## src/rtl/seg7_pkg.sv

```systemverilog
// Segment encodings shared by the seven-segment scanner and its hex decoder.
// Patterns are active-low and packed {g,f,e,d,c,b,a}.
package seg7_pkg;

  localparam int unsigned SEG_A = 0;
  localparam int unsigned SEG_B = 1;
  localparam int unsigned SEG_C = 2;
  localparam int unsigned SEG_D = 3;
  localparam int unsigned SEG_E = 4;
  localparam int unsigned SEG_F = 5;
  localparam int unsigned SEG_G = 6;

  localparam logic [6:0] SEG_BLANK = 7'b1111111;

  localparam logic [6:0] SEG_HEX_0 = 7'b1000000;
  localparam logic [6:0] SEG_HEX_1 = 7'b1111001;
  localparam logic [6:0] SEG_HEX_2 = 7'b0100100;
  localparam logic [6:0] SEG_HEX_3 = 7'b0110000;
  localparam logic [6:0] SEG_HEX_4 = 7'b0011001;
  localparam logic [6:0] SEG_HEX_5 = 7'b0010010;
  localparam logic [6:0] SEG_HEX_6 = 7'b0000010;
  localparam logic [6:0] SEG_HEX_7 = 7'b1111000;
  localparam logic [6:0] SEG_HEX_8 = 7'b0000000;
  localparam logic [6:0] SEG_HEX_9 = 7'b0010000;
  localparam logic [6:0] SEG_HEX_A = 7'b0001000;
  localparam logic [6:0] SEG_HEX_B = 7'b0000011;
  localparam logic [6:0] SEG_HEX_C = 7'b1000110;
  localparam logic [6:0] SEG_HEX_D = 7'b0100001;
  localparam logic [6:0] SEG_HEX_E = 7'b0000110;
  localparam logic [6:0] SEG_HEX_F = 7'b0001110;

endpackage

```

## src/rtl/seven_seg_scanner_if.sv

```systemverilog
// Host-side load bus of the seven-segment scanner: display data plus capture strobe.
interface seven_seg_scanner_if #(
  parameter int NUM_DIGITS = 4
);
  logic [4*NUM_DIGITS-1:0] value;
  logic [NUM_DIGITS-1:0]   dp_in;
  logic [NUM_DIGITS-1:0]   digit_en;
  logic                    lz_blank;
  logic                    load;

  modport master (output value, dp_in, digit_en, lz_blank, load);
  modport slave  (input  value, dp_in, digit_en, lz_blank, load);
endinterface

```

## src/rtl/seg7_hex_lut.sv

```systemverilog
// Combinational hex nibble to active-low seven-segment pattern decoder.
module seg7_hex_lut
  import seg7_pkg::*;
(
  input  logic [3:0] nibble,
  output logic [6:0] seg
);

  always_comb begin
    seg = SEG_BLANK;
    case (nibble)
      4'h0: seg = SEG_HEX_0;
      4'h1: seg = SEG_HEX_1;
      4'h2: seg = SEG_HEX_2;
      4'h3: seg = SEG_HEX_3;
      4'h4: seg = SEG_HEX_4;
      4'h5: seg = SEG_HEX_5;
      4'h6: seg = SEG_HEX_6;
      4'h7: seg = SEG_HEX_7;
      4'h8: seg = SEG_HEX_8;
      4'h9: seg = SEG_HEX_9;
      4'hA: seg = SEG_HEX_A;
      4'hB: seg = SEG_HEX_B;
      4'hC: seg = SEG_HEX_C;
      4'hD: seg = SEG_HEX_D;
      4'hE: seg = SEG_HEX_E;
      4'hF: seg = SEG_HEX_F;
      default: seg = SEG_BLANK;
    endcase
  end

endmodule

```

## src/rtl/seven_seg_scanner.sv

```systemverilog
// Time-multiplexed common-anode seven-segment driver scanning a shadowed hex value,
// one digit per SCAN_DIV-cycle slot, with per-digit dp/enable and leading-zero blanking.
module seven_seg_scanner
  import seg7_pkg::*;
#(
  parameter int NUM_DIGITS = 4,
  parameter int SCAN_DIV   = 50000,
  parameter int ACTIVE_LOW = 1
) (
  input  logic                  clk,
  input  logic                  rst,
  seven_seg_scanner_if.slave    host,
  output logic [6:0]            seg,
  output logic                  dp,
  output logic [NUM_DIGITS-1:0] an
);

  localparam int PW = $clog2(SCAN_DIV);
  localparam int IW = (NUM_DIGITS > 1) ? $clog2(NUM_DIGITS) : 1;
  localparam logic [PW-1:0] CNT_LAST = PW'(SCAN_DIV - 1);
  localparam logic [IW-1:0] IDX_LAST = IW'(NUM_DIGITS - 1);
  localparam bit POL_LOW = (ACTIVE_LOW != 0);
  localparam logic [6:0]            SEG_OFF = POL_LOW ? SEG_BLANK : ~SEG_BLANK;
  localparam logic                  DP_OFF  = POL_LOW;
  localparam logic [NUM_DIGITS-1:0] AN_OFF  = {NUM_DIGITS{POL_LOW}};

  logic [PW-1:0]           cnt;
  logic                    tick;
  logic [IW-1:0]           idx, idx_next;
  logic [4*NUM_DIGITS-1:0] sh_value;
  logic [NUM_DIGITS-1:0]   sh_dp, sh_en;

  logic [3:0]            nib;
  logic                  dp_sel, en_sel, upper_zero, blank, show;
  logic [NUM_DIGITS-1:0] an_sel;
  logic [6:0]            lut_seg, seg_al, seg_d;
  logic                  dp_al, dp_d;
  logic [NUM_DIGITS-1:0] an_al, an_d;

  assign tick     = (cnt == CNT_LAST);
  assign idx_next = (idx == IDX_LAST) ? '0 : idx + 1'b1;

  always_ff @(posedge clk or posedge rst) begin
    if (rst) begin
      cnt <= '0;
      idx <= IDX_LAST;
    end else begin
      cnt <= tick ? '0 : cnt + 1'b1;
      if (tick) idx <= idx_next;
    end
  end

  always_ff @(posedge clk or posedge rst) begin
    if (rst) begin
      sh_value <= '0;
      sh_dp    <= '0;
      sh_en    <= '0;
    end else if (host.load) begin
      sh_value <= host.value;
      sh_dp    <= host.dp_in;
      sh_en    <= host.digit_en;
    end
  end

  // Select by compare rather than variable part-select so a 1-digit build stays width-clean.
  always_comb begin
    nib        = '0;
    dp_sel     = 1'b0;
    en_sel     = 1'b0;
    an_sel     = '0;
    upper_zero = 1'b1;
    for (int unsigned k = 0; k < NUM_DIGITS; k++) begin
      if (idx_next == IW'(k)) begin
        nib       = sh_value[4*k +: 4];
        dp_sel    = sh_dp[k];
        en_sel    = sh_en[k];
        an_sel[k] = 1'b1;
      end
      if ((IW'(k) >= idx_next) && (sh_value[4*k +: 4] != 4'h0)) upper_zero = 1'b0;
    end
  end

  seg7_hex_lut u_lut (
    .nibble (nib),
    .seg    (lut_seg)
  );

  assign blank  = host.lz_blank && (idx_next != '0) && upper_zero && !dp_sel;
  assign show   = en_sel && !blank;
  assign seg_al = show ? lut_seg : SEG_BLANK;
  assign dp_al  = show ? ~dp_sel : 1'b1;
  assign an_al  = show ? ~an_sel : '1;

  assign seg_d = POL_LOW ? seg_al : ~seg_al;
  assign dp_d  = POL_LOW ? dp_al  : ~dp_al;
  assign an_d  = POL_LOW ? an_al  : ~an_al;

  always_ff @(posedge clk or posedge rst) begin
    if (rst) begin
      seg <= SEG_OFF;
      dp  <= DP_OFF;
      an  <= AN_OFF;
    end else if (tick) begin
      seg <= seg_d;
      dp  <= dp_d;
      an  <= an_d;
    end
  end

endmodule

```

## src/flat_wrapper.sv

```systemverilog
// flat-port wrapper written by rule: the top's interface ports become plain ports
module seven_seg_scanner_flat import seg7_pkg::*;
#(
  parameter int NUM_DIGITS = 4,
  parameter int SCAN_DIV   = 50000,
  parameter int ACTIVE_LOW = 1
)
  (clk, rst, seg, dp, an, host_value, host_dp_in, host_digit_en, host_lz_blank, host_load);
  seven_seg_scanner_if #(.NUM_DIGITS(NUM_DIGITS)) host_i ();
  input  logic clk;
  input  logic rst;
  output logic [6:0] seg;
  output logic dp;
  output logic [NUM_DIGITS-1:0] an;
  input wire logic [$bits(host_i.value)-1:0] host_value;
  input wire logic [$bits(host_i.dp_in)-1:0] host_dp_in;
  input wire logic [$bits(host_i.digit_en)-1:0] host_digit_en;
  input wire logic [$bits(host_i.lz_blank)-1:0] host_lz_blank;
  input wire logic [$bits(host_i.load)-1:0] host_load;
  assign host_i.value = host_value;
  assign host_i.dp_in = host_dp_in;
  assign host_i.digit_en = host_digit_en;
  assign host_i.lz_blank = host_lz_blank;
  assign host_i.load = host_load;
  seven_seg_scanner #(.NUM_DIGITS(NUM_DIGITS), .SCAN_DIV(SCAN_DIV), .ACTIVE_LOW(ACTIVE_LOW)) u_core (.clk(clk), .rst(rst), .host(host_i), .seg(seg), .dp(dp), .an(an));
endmodule
```

## config.mk

```make
export PLATFORM = sky130hd
export DESIGN_NAME = seven_seg_scanner_flat
export DESIGN_NICKNAME = d
export VERILOG_FILES = /design/src/rtl/seg7_pkg.sv /design/src/rtl/seven_seg_scanner_if.sv /design/src/rtl/seg7_hex_lut.sv /design/src/rtl/seven_seg_scanner.sv /design/src/flat_wrapper.sv
export SDC_FILE = /design/constraint.sdc
export NUM_CORES = 1
export LEC_CHECK = 0
export ABC_AREA = 1
export CORE_ASPECT_RATIO = 0.75
export CORE_UTILIZATION = 57
export CTS_BUF_LIST = sky130_fd_sc_hd__clkbuf_4
export DETAILED_ROUTE_END_ITERATION = 7
export PLACE_DENSITY = 0.82
export SLEW_MARGIN = 20
export SYNTH_ARGS = -nofsm -noshare
export SYNTH_HDL_FRONTEND = slang
export SYNTH_HIERARCHICAL = 1
export SYNTH_SLANG_ARGS = --single-unit
```

## constraint.sdc

```tcl
create_clock -name clk -period 3.7 [get_ports clk]
set_input_delay 0.925 -clock clk [delete_from_list [all_inputs] [get_ports clk]]
set_output_delay 0.925 -clock clk [all_outputs]
set_load 0.01 [all_outputs]
```

==> impl_metrics.csv <==
group,metric,value,unit
outcome,status,"completed",
floorplanning,fp.dieW,87.1,um
layout,layout.cells.non_filler,500,
run,drv_cap,0,
layout,mostFrequentLayoutCells,"nand2_1, inv_1, dfrtp_1",
critical_path,path_cells,"inv_1, ha_1, nor2_2, nand2_1, o211ai_1, o211ai_1, o21ai_0, inv_1, ha_1, inv_1, nand2_1, nand3_1, nand2_1, nor2_1, nand3_1, nand2_1, inv_1",
clock_network,cts-resized-gates,0,
timing,relSlewSlack,0.338,
layout,nets,469,
hold_path,hold_path_class,"reg2reg",
floorplanning,io_pins,40,
placed_design,place_hpwl,4690,um
routing,vias,2590,
critical_path,arrival,3.31,ns
timing,fin_skew,0.0155,ns
global_route,grt_usage,0.250,
floorplanning,die_y,65.8,um
critical_path,timing.rr.end,"u_core/seg[0]$_DFFE_PP1N_",
timing,hold-worst-slack,0.482,ns
routing,ant_nets,0,
floorplanning,start_util,0.611,
critical_path,crit_buf_inv,4,
critical_path,critPathRequiredTime,4.03,ns
hold_path,hold_depth,1,
timing,min_period,2.98,ns
clock_network,insertion_delay,0.38,ns
timing,setup-violations-final,0,
clock_network,ctsLongestPathBuffers,2,
yosys,synth_cell_types,31,
placed_design,io_buffers,39,
timing,finalHoldViolations,0,
global_route,grt_pass1_vias,2500,
yosys,yosysSeqAreaShare,0.442,
critical_path,criticalPathCategory,"reg2reg",
critical_path,reg2reg_depth,17,
critical_path,critPathLaunchType,"register",
floorplanning,rows,22,
power,ir_drop,206,uV
yosys,netlist_area,3090,um2
placed_design,gp_congestion,0.897,
routing,wire_per_inst,12.7,um
clock_network,clkTransAtPathRegs,0.15,ns
power,leakage,1.80,nW
clock_network,numCtsBuffers,5,
clock_network,post_cts_buffers,0,
floorplanning,core,5060,um2
floorplanning,die-area,5730,um2
timing,worst_slew_pin_slew,0.982,ns
clock_network,cts_sinks,54,
global_route,grt_start_max_net_pins,52,
routing,via_per_inst,5.18,
clock_network,htreeDepth,2,
clock_network,cts_tree,"built",
critical_path,endpoint_kind,"register",
hold_path,hp-start,"u_core/cnt[0]$_DFF_PP0_",
yosys,synth_cells,387,
layout,n_antenna_cell,0,
placed_design,dp.cells,492,
global_route,gr-total-overflow,0,
layout,areaGrowthSynthToFinish,16.3,%
global_route,antenna_found_initial,0,
critical_path,r2r-start,"u_core/idx[0]$_DFFE_PP1N_",
timing,rsz0062_at_grt,"false",
timing,finalCritPeriodShare,0.806,
critical_path,crit_fanout,6,
timing,fmax,0.335,GHz
timing,tns,0,ns
critical_path,r2r_slack,0.72,ns
yosys,synth.avg_cell_area,8.00,um2
routing,finalWirelength,6350,um
timing,finalMaxSlewViolations,0,
routing,drc,0,
yosys,yosys_warnings,6,
clock_network,cts_hold_buf,0,
yosys,synth_nets,429,
global_route,grt_pass1_wl,11100,um
critical_path,cpPeakStageDelay,0.60,ns
layout,drive_above_1_share,0.150,
critical_path,crit_family,"simple AND/OR/NAND/NOR gates",
hold_path,holdPathEnd,"u_core/cnt[0]$_DFF_PP0_",
critical_path,slowest_stage,"dfstp_2",
clock_network,ctsRootBufferMaster,"clkbuf_4",
routing,firstDrtPassIters,4,
power,power_density,291,nW/um2
routing,drtIter0Drc,206,
yosys,yosys_register_bits,54,
layout,mostFrequentLayoutCell,"nand2_1",
-- cells by family after synthesis --
kind of cell / after synthesis / synth area share
compound gates: 46 / 0.0825
xor+xnor: 4 / 0.0113
fa+ha+maj: 14 / 0.0566
buf+inv: 80 / 0.106
flops: 54 / 0.442
mux: 16 / 0.0582
simple gates: 173 / 0.243
-- registers in the layout (all words and copies together) (netlist names) --
name / cells
u_core/seg: 7
u_core/sh_en: 4
u_core/sh_dp: 4
u_core/cnt: 16
u_core/an: 4
u_core/idx: 2
u_core/sh_value: 16
u_core/dp: 1
-- worst max path at each step --
stage	from	endpoint	slack, ns	cells after the start
after floorplan	u_core/idx[0]$_DFFE_PP1N_	u_core/seg[3]$_DFFE_PP1N_	1.22	16
after global placement	u_core/idx[0]$_DFFE_PP1N_	u_core/seg[3]$_DFFE_PP1N_	1.04	16
after detailed placement	u_core/idx[0]$_DFFE_PP1N_	u_core/seg[0]$_DFFE_PP1N_	0.82	17
after CTS	u_core/idx[0]$_DFFE_PP1N_	u_core/seg[0]$_DFFE_PP1N_	0.77	17
after global routing	u_core/idx[0]$_DFFE_PP1N_	u_core/seg[3]$_DFFE_PP1N_	0.47	16
final	u_core/idx[0]$_DFFE_PP1N_	u_core/seg[0]$_DFFE_PP1N_	0.72	17
-- power by group --
part,total [mW],internal [mW],switching (mW)
logic,0.147,0.0697,0.0772
clock network,0.270,0.0883,0.182
registers,0.632,0.616,0.0153
total,1.05,0.774,0.275
-- final cells by class --
class,instances,area (um2)
inverters,70,265
well taps,72,90.1
clock inverters,1,3.75
flip-flops and latches,54,1370
multi-input cells,253,1400
fillers,428,1470
repair buffers,43,420
clock buffers,7,52.6
-- per-layer routing --
metal	up-vias	share of wire	track usage
li1	1279	-	-
met2	83	0.44	0.404
met5	-	0	0
met3	11	0.053	0.0400
met4	0	0.013	0.0813
met1	1217	0.49	0.347
-- Yosys cell counts --
cell type | instances | share of area
a21oi_1 | 14 | 0.023
a21oi_2 | 1 | 0.0028
buf_2 | 5 | 0.0081
buf_4 | 1 | 0.0024
buf_6 | 2 | 0.0073
clkbuf_1 | 2 | 0.0024
clkinv_2 | 1 | 0.0016
dfrtp_1 | 40 | 0.32
dfstp_2 | 14 | 0.12
ha_1 | 14 | 0.057
inv_1 | 63 | 0.076
inv_2 | 6 | 0.0073
mux2_1 | 1 | 0.0036
mux2_2 | 15 | 0.055
nand2_1 | 92 | 0.11
nand2_2 | 2 | 0.0040
nand2_4 | 1 | 0.0036
nand3_1 | 26 | 0.042
nand3_2 | 2 | 0.0065
nand4_1 | 4 | 0.0081
nor2_1 | 33 | 0.040
nor2_2 | 7 | 0.014
nor2_4 | 1 | 0.0036
nor3_1 | 4 | 0.0065
nor3_2 | 1 | 0.0032
o211ai_1 | 6 | 0.015
o21ai_0 | 21 | 0.034
o21ai_1 | 2 | 0.0032
o21ai_2 | 1 | 0.0028
o21bai_1 | 1 | 0.0024
xor2_1 | 4 | 0.011
-- metrics by stage --
| step | utilization | power [mW] | area [um2] | setup WS, ns |
|---|---|---|---|---|
| finish | 0.711 | 1.05 | 3600 | 0.718 |
| global route | 0.711 | 1.11 | 3600 | 0.472 |
| CTS | 0.710 | 1.06 | 3600 | 0.773 |
| detailed placement | 0.699 | 0.789 | 3540 | 0.815 |
| global placement | 0.699 | 0.784 | 3540 | 1.04 |
| floorplan | - | 0.735 | 3090 | 1.22 |
No activity file was read; power rests on OpenSTA's default activity.
